$ cat src/rtl/mmio_uart_tx.sv
// mmio_uart_tx: memory-mapped 8N1 UART transmitter with a small TX FIFO.
// Registers: TXDATA (+0x0, write pushes a byte), STATUS (+0x4), BAUDDIV (+0x8).
module mmio_uart_tx #(
    parameter logic [31:0] BASE_ADDR   = 32'h1000_0000,
    parameter logic [15:0] DEFAULT_DIV = 16'd868,
    parameter int          FIFO_DEPTH  = 8            // power of 2, 2..16
) (
    input  logic        clk,
    input  logic        rst_n,
    input  logic        d_we,
    input  logic [3:0]  d_wstrb,
    input  logic [31:0] d_addr,
    input  logic [31:0] d_wdata,
    output logic [31:0] d_rdata,
    output logic        uart_tx,
    output logic        irq_tx_empty
);

    localparam int PTR_W = $clog2(FIFO_DEPTH);
    localparam int CNT_W = PTR_W + 1;

    localparam logic [1:0] OFF_TXDATA  = 2'd0;
    localparam logic [1:0] OFF_STATUS  = 2'd1;
    localparam logic [1:0] OFF_BAUDDIV = 2'd2;

    typedef enum logic [1:0] {IDLE, START, DATA, STOP} state_t;

    state_t             state_q, state_d;
    logic [7:0]         fifo_mem [FIFO_DEPTH];
    logic [PTR_W-1:0]   wr_ptr, rd_ptr;
    logic [CNT_W-1:0]   count_q, count_d;
    logic               ovf_q;
    logic [15:0]        bauddiv_q;
    logic [15:0]        frame_div;
    logic [15:0]        baud_cnt;
    logic [2:0]         bit_idx;
    logic [7:0]         shreg;
    logic               tx_q;
    logic               irq_q;

    // Address decode: the window is 16 bytes, registers are word-sized.
    logic in_win, sel_tx, sel_status, sel_div;
    assign in_win     = (d_addr[31:4] == BASE_ADDR[31:4]);
    assign sel_tx     = in_win && (d_addr[3:2] == OFF_TXDATA);
    assign sel_status = in_win && (d_addr[3:2] == OFF_STATUS);
    assign sel_div    = in_win && (d_addr[3:2] == OFF_BAUDDIV);

    logic wr_tx, wr_ovf_clr, wr_div;
    assign wr_tx      = d_we && sel_tx && d_wstrb[0];
    assign wr_ovf_clr = d_we && sel_status && d_wstrb[0] && d_wdata[3];
    assign wr_div     = d_we && sel_div;

    // Bus bits this block never looks at.
    logic unused_bus;
    assign unused_bus = ^{d_wstrb[3:2], d_wdata[31:16], d_addr[1:0]};

    logic full, empty, busy, pop, push, ovf_set, baud_last;
    logic [15:0] div_eff;
    assign full      = (count_q == CNT_W'(FIFO_DEPTH));
    assign empty     = (count_q == '0);
    assign busy      = (state_q != IDLE);
    // A push into a full FIFO still fits when the head leaves on the same edge.
    assign push      = wr_tx && (!full || pop);
    assign ovf_set   = wr_tx && full && !pop;
    assign div_eff   = (bauddiv_q == 16'd0) ? 16'd1 : bauddiv_q;
    assign baud_last = (baud_cnt == frame_div - 16'd1);

    // FSM next state and FIFO pop request.
    always_comb begin
        // NOTE: every output of this block gets a default first so no latch is inferred.
        state_d = state_q;
        pop     = 1'b0;
        case (state_q)
            IDLE:  if (!empty) begin
                       pop     = 1'b1;
                       state_d = START;
                   end
            START: if (baud_last) state_d = DATA;
            DATA:  if (baud_last && bit_idx == 3'd7) state_d = STOP;
            STOP:  if (baud_last) begin
                       if (!empty) begin
                           pop     = 1'b1;
                           state_d = START;
                       end else begin
                           state_d = IDLE;
                       end
                   end
            default: state_d = IDLE;
        endcase
    end

    // FSM state register.
    always_ff @(posedge clk or negedge rst_n) begin
        // NOTE: sequential state uses non-blocking assignments so all registers update together.
        if (!rst_n) state_q <= IDLE;
        else        state_q <= state_d;
    end

    // FIFO storage; emptiness is defined by the pointers, not by the contents.
    always_ff @(posedge clk) begin
        // NOTE: the storage array is deliberately left out of reset; resetting pointers is enough.
        if (push) fifo_mem[wr_ptr] <= d_wdata[7:0];
    end

    // Next FIFO occupancy.
    always_comb begin
        count_d = count_q;
        case ({push, pop})
            2'b10:   count_d = count_q + CNT_W'(1);
            2'b01:   count_d = count_q - CNT_W'(1);
            default: count_d = count_q;
        endcase
    end

    // FIFO pointers and count; pointers wrap naturally at the power-of-2 depth.
    always_ff @(posedge clk or negedge rst_n) begin
        if (!rst_n) begin
            wr_ptr  <= '0;
            rd_ptr  <= '0;
            count_q <= '0;
        end else begin
            if (push) wr_ptr <= wr_ptr + PTR_W'(1);
            if (pop)  rd_ptr <= rd_ptr + PTR_W'(1);
            count_q <= count_d;
        end
    end

    // Overflow flag; a new overflow wins over a clear on the same edge.
    always_ff @(posedge clk or negedge rst_n) begin
        if (!rst_n)          ovf_q <= 1'b0;
        else if (ovf_set)    ovf_q <= 1'b1;
        else if (wr_ovf_clr) ovf_q <= 1'b0;
    end

    // BAUDDIV register with per-byte-lane writes.
    always_ff @(posedge clk or negedge rst_n) begin
        if (!rst_n) begin
            bauddiv_q <= DEFAULT_DIV;
        end else if (wr_div) begin
            if (d_wstrb[0]) bauddiv_q[7:0]  <= d_wdata[7:0];
            if (d_wstrb[1]) bauddiv_q[15:8] <= d_wdata[15:8];
        end
    end

    // Bit timing, shift register and serial line; the divisor is frozen per frame.
    always_ff @(posedge clk or negedge rst_n) begin
        if (!rst_n) begin
            shreg     <= '0;
            frame_div <= 16'd1;
            baud_cnt  <= '0;
            bit_idx   <= '0;
            tx_q      <= 1'b1;
        end else if (pop) begin
            shreg     <= fifo_mem[rd_ptr];
            frame_div <= div_eff;
            baud_cnt  <= '0;
            tx_q      <= 1'b0;
        end else if (state_q == IDLE) begin
            baud_cnt  <= '0;
            tx_q      <= 1'b1;
        end else if (!baud_last) begin
            baud_cnt  <= baud_cnt + 16'd1;
        end else begin
            baud_cnt <= '0;
            case (state_q)
                START: tx_q <= shreg[0];
                DATA: begin
                    bit_idx <= bit_idx + 3'd1;
                    if (bit_idx == 3'd7) begin
                        tx_q <= 1'b1;
                    end else begin
                        tx_q  <= shreg[1];
                        shreg <= {1'b0, shreg[7:1]};
                    end
                end
                default: tx_q <= 1'b1;
            endcase
        end
    end

    // Empty interrupt tracks the state the FIFO and FSM are about to enter.
    always_ff @(posedge clk or negedge rst_n) begin
        if (!rst_n) irq_q <= 1'b1;
        else        irq_q <= (count_d == '0) && (state_d == IDLE);
    end

    assign uart_tx      = tx_q;
    assign irq_tx_empty = irq_q;

    // Side-effect-free read mux; anything outside the window reads 0.
    always_comb begin
        d_rdata = '0;
        if (in_win) begin
            case (d_addr[3:2])
                OFF_STATUS:  d_rdata = {23'd0, 5'(count_q), ovf_q, empty, full, busy};
                OFF_BAUDDIV: d_rdata = {16'd0, bauddiv_q};
                default:     d_rdata = '0;
            endcase
        end
    end

endmodule
$ cat config.mk
export PLATFORM = sky130hd
export DESIGN_NAME = mmio_uart_tx
export DESIGN_NICKNAME = d
export VERILOG_FILES = /design/src/rtl/mmio_uart_tx.sv
export SDC_FILE = /design/constraint.sdc
export NUM_CORES = 1
export LEC_CHECK = 0
export CORE_MARGIN = 2
export CORE_UTILIZATION = 49
export CTS_CLUSTER_SIZE = 25
export DETAILED_ROUTE_END_ITERATION = 16
export PLACE_DENSITY = 0.77
export SLEW_MARGIN = 0
export SYNTH_ARGS = -nofsm -noshare
export SYNTH_HDL_FRONTEND = slang
export SYNTH_SLANG_ARGS = --single-unit
export TNS_END_PERCENT = 30
$ cat constraint.sdc
create_clock -name clk -period 4.8 [get_ports clk]
set_input_delay 0.72 -clock clk [delete_from_list [all_inputs] [get_ports clk]]
set_output_delay 0.72 -clock clk [all_outputs]
set_load 0.03 [all_outputs]
==> run metrics <==
antenna-violating nets left=0; drt pass-1 iters=6; Final period util=0.960; status=finished clean; fin cells=804; initial core utilization=0.497; Worst setup SP type=flip-flop; Crit. End Element=flip-flop; final setup violation count=0; vias in the first global route=4655; Synth area leaders=edfxtp_1 28%, dfrtp_1 24%, mux2_2 5.9%, mux4_2 5.3%, dfstp_2 3.1%; Final Hold Viols=0; prevailing post-synth register cell=dfrtp_1; Data arrival, critical path=4940 ps; Leakage=3.39 nW; Global Route Usage Sum=0.213; top-count cell post-synth=dfrtp_1; clk slew on worst S/H paths=60 ps; Routed WL=14.8 mm; vias per inst=5.66; CTS tree=done; DP HPWL=10.3 mm; min Tclk post-route=4610 ps; flops & latches, synth=138; Net Sw Power=0.561 mW; via count=4551; Diodes inserted=0; CTS buffer count=17; worst clock skew=9.39 ps; fin. max-slew vios=0; # hold bufs at CTS=0; Post-synth ARST share=0.536; synthesis warning total=0; clock latency on the worst-skew pair=420 ps; GRT Residual Overflow=0; number of synthesized flops with an enable pin=64; Synth top area share=0.282; Crit path required time=5130 ps; routability congestion estimate=0.851; fin worst setup slack=191 ps; Yosys top cell by area=edfxtp_1; Mapped Area=0.00682 mm²; Power Density=319 mW/mm²; relative slew slack=0.250; Clk pwr share=0.499; fmax=217 MHz; first-pass GRT wire length=23.8 mm; Logic pwr share=0.034; clock buffer depth=2; Placeable Area=0.0137 mm²; most frequent cells after synthesis=66 x dfrtp_1, 64 x edfxtp_1, 42 x nor2_1; Fillers=1078; clk sink count=138; Clock Tree Root=clkbuf_16; Sw Share=0.211; worst-margin pin slew=1130 ps; Seq pwr share=0.467; Area growth, synth to finish=22.1%; Crit Path Class=flip-flop to flip-flop; syn avg cell area=12.8 µm²; num rows=43; drt drc=0; Layout Nets=698; Synth Instances=533; Iteration-0 DRC Markers=187; initial antenna violation count=0; placed cells=771; Max FO, Critical Path=9; DIE AREA=0.0149 mm²; Worst VDD drop=0.371 mV; I/O Pins=105; Die Y=122 µm; port buffer count=68; pre-CTS WS=-46.3 ps; MaxCap Viol Count=0; layout cell share with drive strength beyond 1=0.204; P_int=2.10 mW; worst hold path class=flip-flop to flip-flop; Die Width=122 µm; Netlist cell types=57; largest net degree at the start of global routing=75; post-synthesis sequential area ratio=0.555; H-tree lvl count=4; WL per Instance=18.4 µm
==> final timing paths <==
check / startpoint / endpoint / slack [ps] / cells past startpoint
worst max-delay path: frame_div[8] / irq_tx_empty / 190 / 16
worst min-delay path: bit_idx[0] / bit_idx[0] / 480 / 1
worst max register to register: frame_div[8] / irq_tx_empty / 190 / 16
worst min register to register: bit_idx[0] / bit_idx[0] / 480 / 1
max in group asynchronous: rst_n / frame_div[5] / 3620 / 2
min in group asynchronous: rst_n / baud_cnt[14] / 510 / 2
==> what timing repair did <==
item,CTS,global route
resized for setup,1,16
cloned,0,0
pin swaps,0,1
buffers inserted,0,1
endpoints found under the setup margin,1,1
==> through the flow <==
stage | cell area, µm² | power, mW | utilization | hold WS [ps] | setup TNS [ps]
finish | 8330 | 2.66 | 0.607 | 478 | 0
global route | 8330 | 2.74 | 0.607 | 518 | -3.99
floorplan | 6880 | 1.30 | - | 424 | 0
CTS | 8260 | 2.69 | 0.602 | 478 | 0
global placement | 7660 | 1.35 | 0.558 | 462 | 0
detailed placement | 7660 | 1.36 | 0.558 | 465 | -46.3
==> power by group through the flow <==
stage,Sequential (mW),Clock (mW),Combinational (mW)
final,1.24,1.33,0.0892
after global routing,1.24,1.40,0.0974
after CTS,1.24,1.36,0.0901
after detailed placement,1.27,0,0.0896
after global placement,1.27,0,0.0863
after floorplan,1.27,0,0.0348
==> kinds of logic (layout without fill, tap and decap cells) <==
logic type / Yosys count / after routing / share of synthesized area
buffers and inverters: 53 / 129 / 0.0407
adder cells (fa/ha/maj): 16 / 16 / 0.0293
AO/OA/AOI/OAI: 58 / 58 / 0.0591
XOR/XNOR: 41 / 41 / 0.0546
other: 1 / 16 / 0.000550
AND/OR/NAND/NOR: 165 / 165 / 0.136
flip-flops: 138 / 138 / 0.555
multiplexers: 61 / 61 / 0.125
==> cell usage in the layout (no fill, tap or decap), drive strengths merged, types with 4 or more instances in the layout <==
| cell | count |
|---|---|
| xnor2 | 16 |
| nand2b | 8 |
| a21oi | 14 |
| nand3 | 12 |
| or4 | 7 |
| and3 | 21 |
| xor2 | 24 |
| nor4 | 18 |
| ha | 16 |
| a22oi | 7 |
| nor3 | 9 |
| mux4 | 16 |
| mux2i | 9 |
| nand2 | 18 |
| nor2b | 10 |
| a211oi | 8 |
| edfxtp | 64 |
| clkinv | 4 |
| o21ai | 9 |
| dfstp | 8 |
| or3 | 4 |
| clkbuf | 18 |
| dfrtp | 66 |
| buf | 15 |
| nor2 | 42 |
| a31oi | 4 |
| clkdlybuf4s50 | 67 |
| conb | 16 |
| mux2 | 36 |
| a311oi | 4 |
| inv | 19 |
==> flip-flops by register name (all words and copies together), names as in the netlist, 2 cells and up <==
name,count
wr_ptr,3
baud_cnt,16
frame_div,16
bauddiv_q,16
bit_idx,3
shreg,8
count_q,4
fifo_mem,64
state_q,2
rd_ptr,3
==> layer usage <==
metal | track usage | share of wire
met1 | 0.242 | 0.39
met5 | 0 | 0
met4 | 0.0884 | 0.021
met2 | 0.378 | 0.54
met3 | 0.0609 | 0.049
==> area by class of cell <==
type                    count  area [µm²]  area share
repair buffers             82         781      0.0937
clock inverters            14         170      0.0204
multi-input cells         357        2880       0.346
well taps                 180         225      0.0270
clock buffers              18         429      0.0515
inverters                  15        56.3     0.00676
flip-flops and latches    138        3790       0.455
==> worst max-delay path, cell delays in order (launching register included) <==
cell	delay (ps)
dfrtp_2	470
or4_4	570
nor4_2	250
o21ai_0	110
o211a_2	300
or4b_2	690
o21ai_2	210
inv_1	90
ha_1	210
xor2_1	150
ha_1	190
a21oi_1	140
xnor2_1	150
nand2b_1	90
xnor2_1	140
or4_4	550
a311oi_2	200
Note: power is estimated with default switching activity, not from simulation.
